`src/rtl/board_pkg.sv`:
```
// board_pkg: piece codes, ASCII constants, frame geometry and FSM states
// shared by the board rendering blocks.
package board_pkg;
    localparam logic [3:0] EMPTY    = 4'd0;
    localparam logic [3:0] W_PAWN   = 4'd1;
    localparam logic [3:0] W_KNIGHT = 4'd2;
    localparam logic [3:0] W_BISHOP = 4'd3;
    localparam logic [3:0] W_ROOK   = 4'd4;
    localparam logic [3:0] W_QUEEN  = 4'd5;
    localparam logic [3:0] W_KING   = 4'd6;
    localparam logic [3:0] B_PAWN   = 4'd9;
    localparam logic [3:0] B_KNIGHT = 4'd10;
    localparam logic [3:0] B_BISHOP = 4'd11;
    localparam logic [3:0] B_ROOK   = 4'd12;
    localparam logic [3:0] B_QUEEN  = 4'd13;
    localparam logic [3:0] B_KING   = 4'd14;

    localparam logic [7:0] CH_LF      = 8'h0A;
    localparam logic [7:0] CH_CR      = 8'h0D;
    localparam logic [7:0] CH_ESC     = 8'h1B;
    localparam logic [7:0] CH_LBRACK  = 8'h5B;
    localparam logic [7:0] CH_HOME    = 8'h48;
    localparam logic [7:0] CH_CURSOR  = 8'h40;
    localparam logic [7:0] CH_EMPTY   = 8'h2E;
    localparam logic [7:0] CH_UNKNOWN = 8'h3F;

    localparam int FRAME_LEN_HOME  = 83;
    localparam int FRAME_LEN_PLAIN = 80;

    typedef enum logic [2:0] {
        S_IDLE,
        S_PREP,
        S_READ,
        S_STROBE,
        S_WAIT_ACK,
        S_WAIT_DONE
    } tx_state_t;
endpackage

```
`src/rtl/board_tx_sequencer_piece_to_ascii.sv`:
```
// piece_to_ascii: maps a 4-bit piece code to its board character, with the
// cursor glyph taking precedence when the overlay is active.
module piece_to_ascii
    import board_pkg::*;
(
    input  logic [3:0] code,
    input  logic       overlay,
    output logic [7:0] ch
);
    logic [7:0] base;

    always_comb begin
        case (code)
            EMPTY:    base = CH_EMPTY;
            W_PAWN:   base = "P";
            W_KNIGHT: base = "N";
            W_BISHOP: base = "B";
            W_ROOK:   base = "R";
            W_QUEEN:  base = "Q";
            W_KING:   base = "K";
            B_PAWN:   base = "p";
            B_KNIGHT: base = "n";
            B_BISHOP: base = "b";
            B_ROOK:   base = "r";
            B_QUEEN:  base = "q";
            B_KING:   base = "k";
            default:  base = CH_UNKNOWN;
        endcase
        ch = overlay ? CH_CURSOR : base;
    end
endmodule

```
`src/rtl/board_tx_sequencer.sv`:
```
// board_tx_sequencer: streams the 8x8 board as ASCII text through a byte UART,
// with optional cursor-home prefix and a blinking cursor overlay.
module board_tx_sequencer
    import board_pkg::*;
#(
    parameter int BLINK_DIV    = 26,
    parameter int HOME_EN      = 1,
    parameter int AUTO_REFRESH = 1,
    parameter int ACK_TIMEOUT  = 15
) (
    input  logic       clk,
    input  logic       rst,
    input  logic       start,
    input  logic [5:0] cursor_pos,
    input  logic       cursor_en,
    output logic [5:0] board_addr,
    input  logic [3:0] board_piece,
    output logic [7:0] tx_data,
    output logic       tx_stb,
    input  logic       tx_busy,
    output logic       frame_busy,
    output logic       frame_done,
    output logic       blink
);
    localparam int TW = $clog2(ACK_TIMEOUT + 1);
    localparam logic [TW-1:0] T_LAST = TW'(ACK_TIMEOUT - 1);

    tx_state_t state, nxt;
    logic [BLINK_DIV-1:0] div;
    logic [TW-1:0] tcnt;
    logic [2:0] rank;
    logic [3:0] col;
    logic [1:0] hcnt;
    logic hdr, pend, blink_f;
    logic tgl, req, is_sq, last, adv, done, launch;
    logic [7:0] const_ch, sq_ch;

    assign tgl        = &div;
    assign req        = start | ((AUTO_REFRESH != 0) & tgl);
    assign is_sq      = !hdr && !col[3];
    assign last       = !hdr && rank == 3'd7 && col == 4'd9;
    assign const_ch   = hdr ? (hcnt == 2'd0 ? CH_ESC : hcnt == 2'd1 ? CH_LBRACK : CH_HOME)
                            : (col == 4'd8 ? CH_LF : CH_CR);
    assign board_addr = {rank, col[2:0]};
    assign tx_stb     = state == S_STROBE && !tx_busy;
    // A missing ack is treated like a completed byte so a dead UART cannot hang the frame
    assign adv        = !tx_busy && (state == S_WAIT_DONE || (state == S_WAIT_ACK && tcnt == T_LAST));
    assign done       = adv && last;
    assign launch     = (req && state == S_IDLE) || (done && (pend || req));
    assign frame_done = done;

    piece_to_ascii u_map (
        .code   (board_piece),
        .overlay(cursor_en && blink_f && board_addr == cursor_pos),
        .ch     (sq_ch)
    );

    always_comb begin
        nxt = state;
        case (state)
            S_IDLE:      nxt = req ? S_PREP : S_IDLE;
            S_PREP:      nxt = is_sq ? S_READ : S_STROBE;
            S_READ:      nxt = S_STROBE;
            S_STROBE:    nxt = tx_busy ? S_STROBE : S_WAIT_ACK;
            S_WAIT_ACK:  nxt = tx_busy ? S_WAIT_DONE : adv ? S_PREP : S_WAIT_ACK;
            S_WAIT_DONE: nxt = adv ? S_PREP : S_WAIT_DONE;
            default:     nxt = S_IDLE;
        endcase
        if (done && !launch) nxt = S_IDLE;
    end

    always_ff @(posedge clk or negedge rst) begin
        if (!rst) begin
            state      <= S_IDLE;
            div        <= '0;
            blink      <= 1'b0;
            blink_f    <= 1'b0;
            tcnt       <= '0;
            pend       <= 1'b0;
            frame_busy <= 1'b0;
            hdr        <= 1'b0;
            hcnt       <= '0;
            rank       <= '0;
            col        <= '0;
            tx_data    <= '0;
        end else begin
            state <= nxt;
            div   <= div + 1'b1;
            if (tgl) blink <= ~blink;
            tcnt <= state == S_WAIT_ACK ? tcnt + 1'b1 : '0;
            pend <= !done && (pend || (req && frame_busy));
            if (launch) begin
                frame_busy <= 1'b1;
                hdr        <= (HOME_EN != 0);
                hcnt       <= '0;
                rank       <= '0;
                col        <= '0;
                blink_f    <= blink ^ tgl;
            end else if (done) begin
                frame_busy <= 1'b0;
                rank       <= '0;
                col        <= '0;
            end else if (adv) begin
                if (hdr) begin
                    hcnt <= hcnt + 1'b1;
                    hdr  <= hcnt != 2'd2;
                end else if (col == 4'd9) begin
                    col  <= '0;
                    rank <= rank + 1'b1;
                end else begin
                    col <= col + 1'b1;
                end
            end
            if (state == S_PREP && !is_sq) tx_data <= const_ch;
            if (state == S_READ) tx_data <= sq_ch;
        end
    end
endmodule

```
`config.mk`:
```
export PLATFORM = sky130hd
export DESIGN_NAME = board_tx_sequencer
export DESIGN_NICKNAME = d
export VERILOG_FILES = /design/src/rtl/board_pkg.sv /design/src/rtl/board_tx_sequencer_piece_to_ascii.sv /design/src/rtl/board_tx_sequencer.sv
export SDC_FILE = /design/constraint.sdc
export NUM_CORES = 1
export LEC_CHECK = 0
export CAP_MARGIN = 5
export CORE_UTILIZATION = 30
export CTS_CLUSTER_SIZE = 40
export DETAILED_ROUTE_END_ITERATION = 10
export SYNTH_ARGS = -nofsm -noshare
export SYNTH_HDL_FRONTEND = slang
export SYNTH_SLANG_ARGS = --single-unit
```
`constraint.sdc`:
```
create_clock -name clk -period 2.3 [get_ports clk]
set_clock_uncertainty 0.05 [all_clocks]
set_input_delay 0.345 -clock clk [delete_from_list [all_inputs] [get_ports clk]]
set_output_delay 0.345 -clock clk [all_outputs]
set_load 0.1 [all_outputs]
```
==> impl_metrics.json <==
{
  "clk_pin_slew_ns": 0.10,
  "postSynth.asyncResetShare": 1.000,
  "seqPwrFrac": 0.337,
  "ff2ff_path_depth": 7,
  "slew_violations": 0,
  "synthXorXnorAreaFrac": 0.1056,
  "violations": "hold timing",
  "clockPowerShare": 0.153,
  "grt_pass1_wl_um": 9839,
  "max_freq_mhz": 459.4,
  "setup_viol": 0,
  "synth-simple-area-share": 0.2095,
  "fin_crit_ns": 2.177,
  "path_common_cell": "ha_1",
  "top_usage_layer": "met2",
  "synth_edf_count": 0,
  "ant_nets": 0,
  "clockRootBuffer": "clkbuf_8",
  "cp.required_ns": 1.90,
  "post_synth.cell_area_avg_sq_um": 10.07,
  "clk_path_buf_depth": 2,
  "wire_per_inst_um": 13.02,
  "p_sw_frac": 0.4641,
  "hold_path.class": "input port to asynchronous set/reset pin",
  "die_h_um": 98.94,
  "grt_setup_unrepaired": "no",
  "drive_gt1_frac": 0.2073,
  "postSynthCellCount": 280,
  "synthAdderAreaFrac": 0.03107,
  "cts.sinks": 54,
  "hold_viol_final": 6,
  "dieWidth_um": 98.94,
  "final_net_count": 349,
  "synth_cell_types": 53,
  "timing.rr.start": "div[0]$_DFF_PN0_",
  "drt_wl_total_um": 5716,
  "cp_slowest_stage_delay_ns": 0.43,
  "r2r_end": "blink_f$_DFFE_PN0N_",
  "cts-htree-levels": 2,
  "cp_top_family": "buffers and inverters",
  "dp_hpwl_um": 4240,
  "grt_use_total": 0.1268,
  "period_share": 0.9465,
  "synth_compound_area_frac": 0.1194,
  "p_leak_uw": 0.001574,
  "reg2reg_slack_ns": 0.21,
  "powerDensity_nw_per_um2": 1024,
  "vias": 2096,
  "share_comb_of_total_power": 0.510,
  "initial_core_util": 0.3080,
  "tns_ns": 0,
  "path_max_fanout": 6,
  "overflow": 0,
  "status": "finished, violations left",
  "p_sw_uw": 1658,
  "intPower_uw": 1914,
  "met1_usage": 0.1703,
  "grt_max_degree": 29,
  "cp-start-kind": "register",
  "slew-limit-headroom": 0.5788,
  "peakVddDrop_uv": 468.9,
  "drt_iter0_markers": 80,
  "rows": 35,
  "netlist_area_sq_um": 2819,
  "end_kind": "output pin",
  "cts_tree": "built",
  "critPathArrivalTime_ns": 1.78,
  "worstMarginPinSlew_ns": 0.6317,
  "yosysSeqAreaShare": 0.4794,
  "placed_cells": 429,
  "coreArea_sq_um": 9153,
  "n_antenna_cell": 0,
  "drt-vias-per-instance": 4.774,
  "synth_top_family_by_area": "simple AND/OR/NAND/NOR gates",
  "first_global_vias": 2036,
  "globalplace.congestion": 0.7443,
  "max_cap_viol_count": 0,
  "stdcell_count": 439,
  "yosys_warnings": 0,
  "clk_latency_ns": 0.30,
  "synth_flop_cell": "dfrtp_1",
  "use_met3": 0.02340,
  "dieArea_sq_um": 9788,
  "ios": 33,
  "first_pass_iters": 4,
  "path_cells": "buf_4 -> ha_1 -> ha_1 -> nand3_2 -> clkinvlp_4 -> buf_12",
  "synth_mux_area_frac": 0.01687,
  "io_buffers": 31,
  "area_growth_pct": 23.70,
  "antenna_found_initial": 0,
  "route.detailed.drc": 0,
  "worstSetupPathType": "register to output pin",
  "cts_made_buffers": 5,
  "grt.met2_usage": 0.2130,
  "cp_num_buf_inv": 3,
  "holdWs_ns": -0.006569,
  "crit_path_top_delay_cell": "dfrtp_2",
  "synth_seq_cells": 54,
  "synth_nets": 302
}
[worst max path at each step]
stage / start / end / slack (ns) / depth (start not counted)
3_3_place_gp: cursor_pos[3] / tx_data[0]$_DFFE_PN0P_ / -0.06 / 6
6_report: rank[0]$_DFFE_PN0P_ / frame_done / 0.12 / 6
5_1_grt: tcnt[0]$_DFF_PN0_ / frame_done / 0.01 / 7
2_1_floorplan: rank[0]$_DFFE_PN0P_ / tx_data[0]$_DFFE_PN0P_ / 0.04 / 5
4_1_cts: tcnt[0]$_DFF_PN0_ / frame_done / 0.0007 / 7
3_5_place_dp: cursor_pos[3] / tx_data[0]$_DFFE_PN0P_ / -0.14 / 6
[area by class of cell]
class	instances	area, sq um
Fill cell	912	5665
Multi-Input combinational cell	205	1414
Sequential cell	54	1355
Timing Repair Buffer	50	442.9
Tap cell	111	138.9
Clock buffer	7	86.33
Inverter	11	45.04
Clock inverter	1	5.005
[cells by family (layout without fill, tap and decap cells)]
logic type / after synthesis / count (layout)
fa+ha+maj: 7 / 7
xor+xnor: 34 / 34
other cells: 1 / 1
simple gates: 114 / 114
flops: 54 / 54
buf+inv: 21 / 69
mux: 4 / 4
compound gates: 45 / 45
[synthesized netlist by cell type (4+ instances only)]
| master | number | share of area |
|---|---|---|
| a21oi_1 | 10 | 0.018 |
| and3_1 | 4 | 0.0089 |
| buf_4 | 4 | 0.011 |
| clkbuf_1 | 4 | 0.0053 |
| dfrtp_1 | 54 | 0.48 |
| ha_1 | 7 | 0.031 |
| inv_1 | 11 | 0.015 |
| nand2_1 | 29 | 0.039 |
| nand2b_1 | 5 | 0.011 |
| nand3_1 | 12 | 0.021 |
| nand4_1 | 6 | 0.013 |
| nor2_1 | 29 | 0.039 |
| nor3_1 | 11 | 0.020 |
| o21a_1 | 4 | 0.011 |
| o21ai_0 | 10 | 0.018 |
| o22ai_1 | 4 | 0.0089 |
| xnor2_1 | 12 | 0.037 |
| xor2_1 | 22 | 0.068 |
[cell usage in the layout, fill, tap and decap left out, types with 3 or more instances in the layout]
cell type,instances
inv_1,10
clkdlybuf4s50_1,13
nand2b_1,5
o22ai_1,4
clkbuf_8,6
nand3_1,11
nand2_1,29
nand4_1,6
nor3_1,9
nor2_1,29
buf_12,3
a21oi_1,10
o21a_1,4
dfrtp_2,3
buf_4,33
xor2_1,22
dfrtp_1,51
and3_1,4
xnor2_1,12
ha_1,6
o21ai_0,10
[power groups by stage]
stage | registers, uW | logic [uW] | clock network, uW
detailed placement | 1220 | 1800 | 0
global route | 1230 | 1950 | 603
finish | 1200 | 1820 | 546
floorplan | 1670 | 914 | 0
CTS | 1200 | 1820 | 574
global placement | 1220 | 1790 | 0
[sequential cells by signal, summed over array words and instances, names as in the netlist]
name        flops
tcnt            4
pend            1
frame_busy      1
blink_f         1
blink           1
tx_data         7
rank            3
state           3
col             4
div            26
hcnt            2
hdr             1
[metal layers]
metal  routed length [um]  up-vias
li1                     -     1060
met1                 2754     1004
met2                 2761       24
met3                  152        8
met4                   48        0
met5                    0        -
[timing repair]
action                                  4_1_cts  5_1_grt
buffers inserted                              1        1
endpoints found under the setup margin        1       10
hold buffers                                  0        0
gates resized for setup                       2        4
cloned                                        0        0
pin swaps                                     2        2
[stage by stage]
step           instance area, sq um    util  setup WS [ns]  total power, uW
6_report                       3487  0.3810         0.1231             3572
5_1_grt                        3487  0.3810        0.01229             3786
4_1_cts                        3456  0.3776      0.0007245             3592
3_5_place_dp                   3347  0.3657        -0.1358             3021
3_3_place_gp                   3347  0.3657       -0.06016             3008
2_1_floorplan                  2843       -        0.04178             2584
Power figures use the tool's default switching activity.
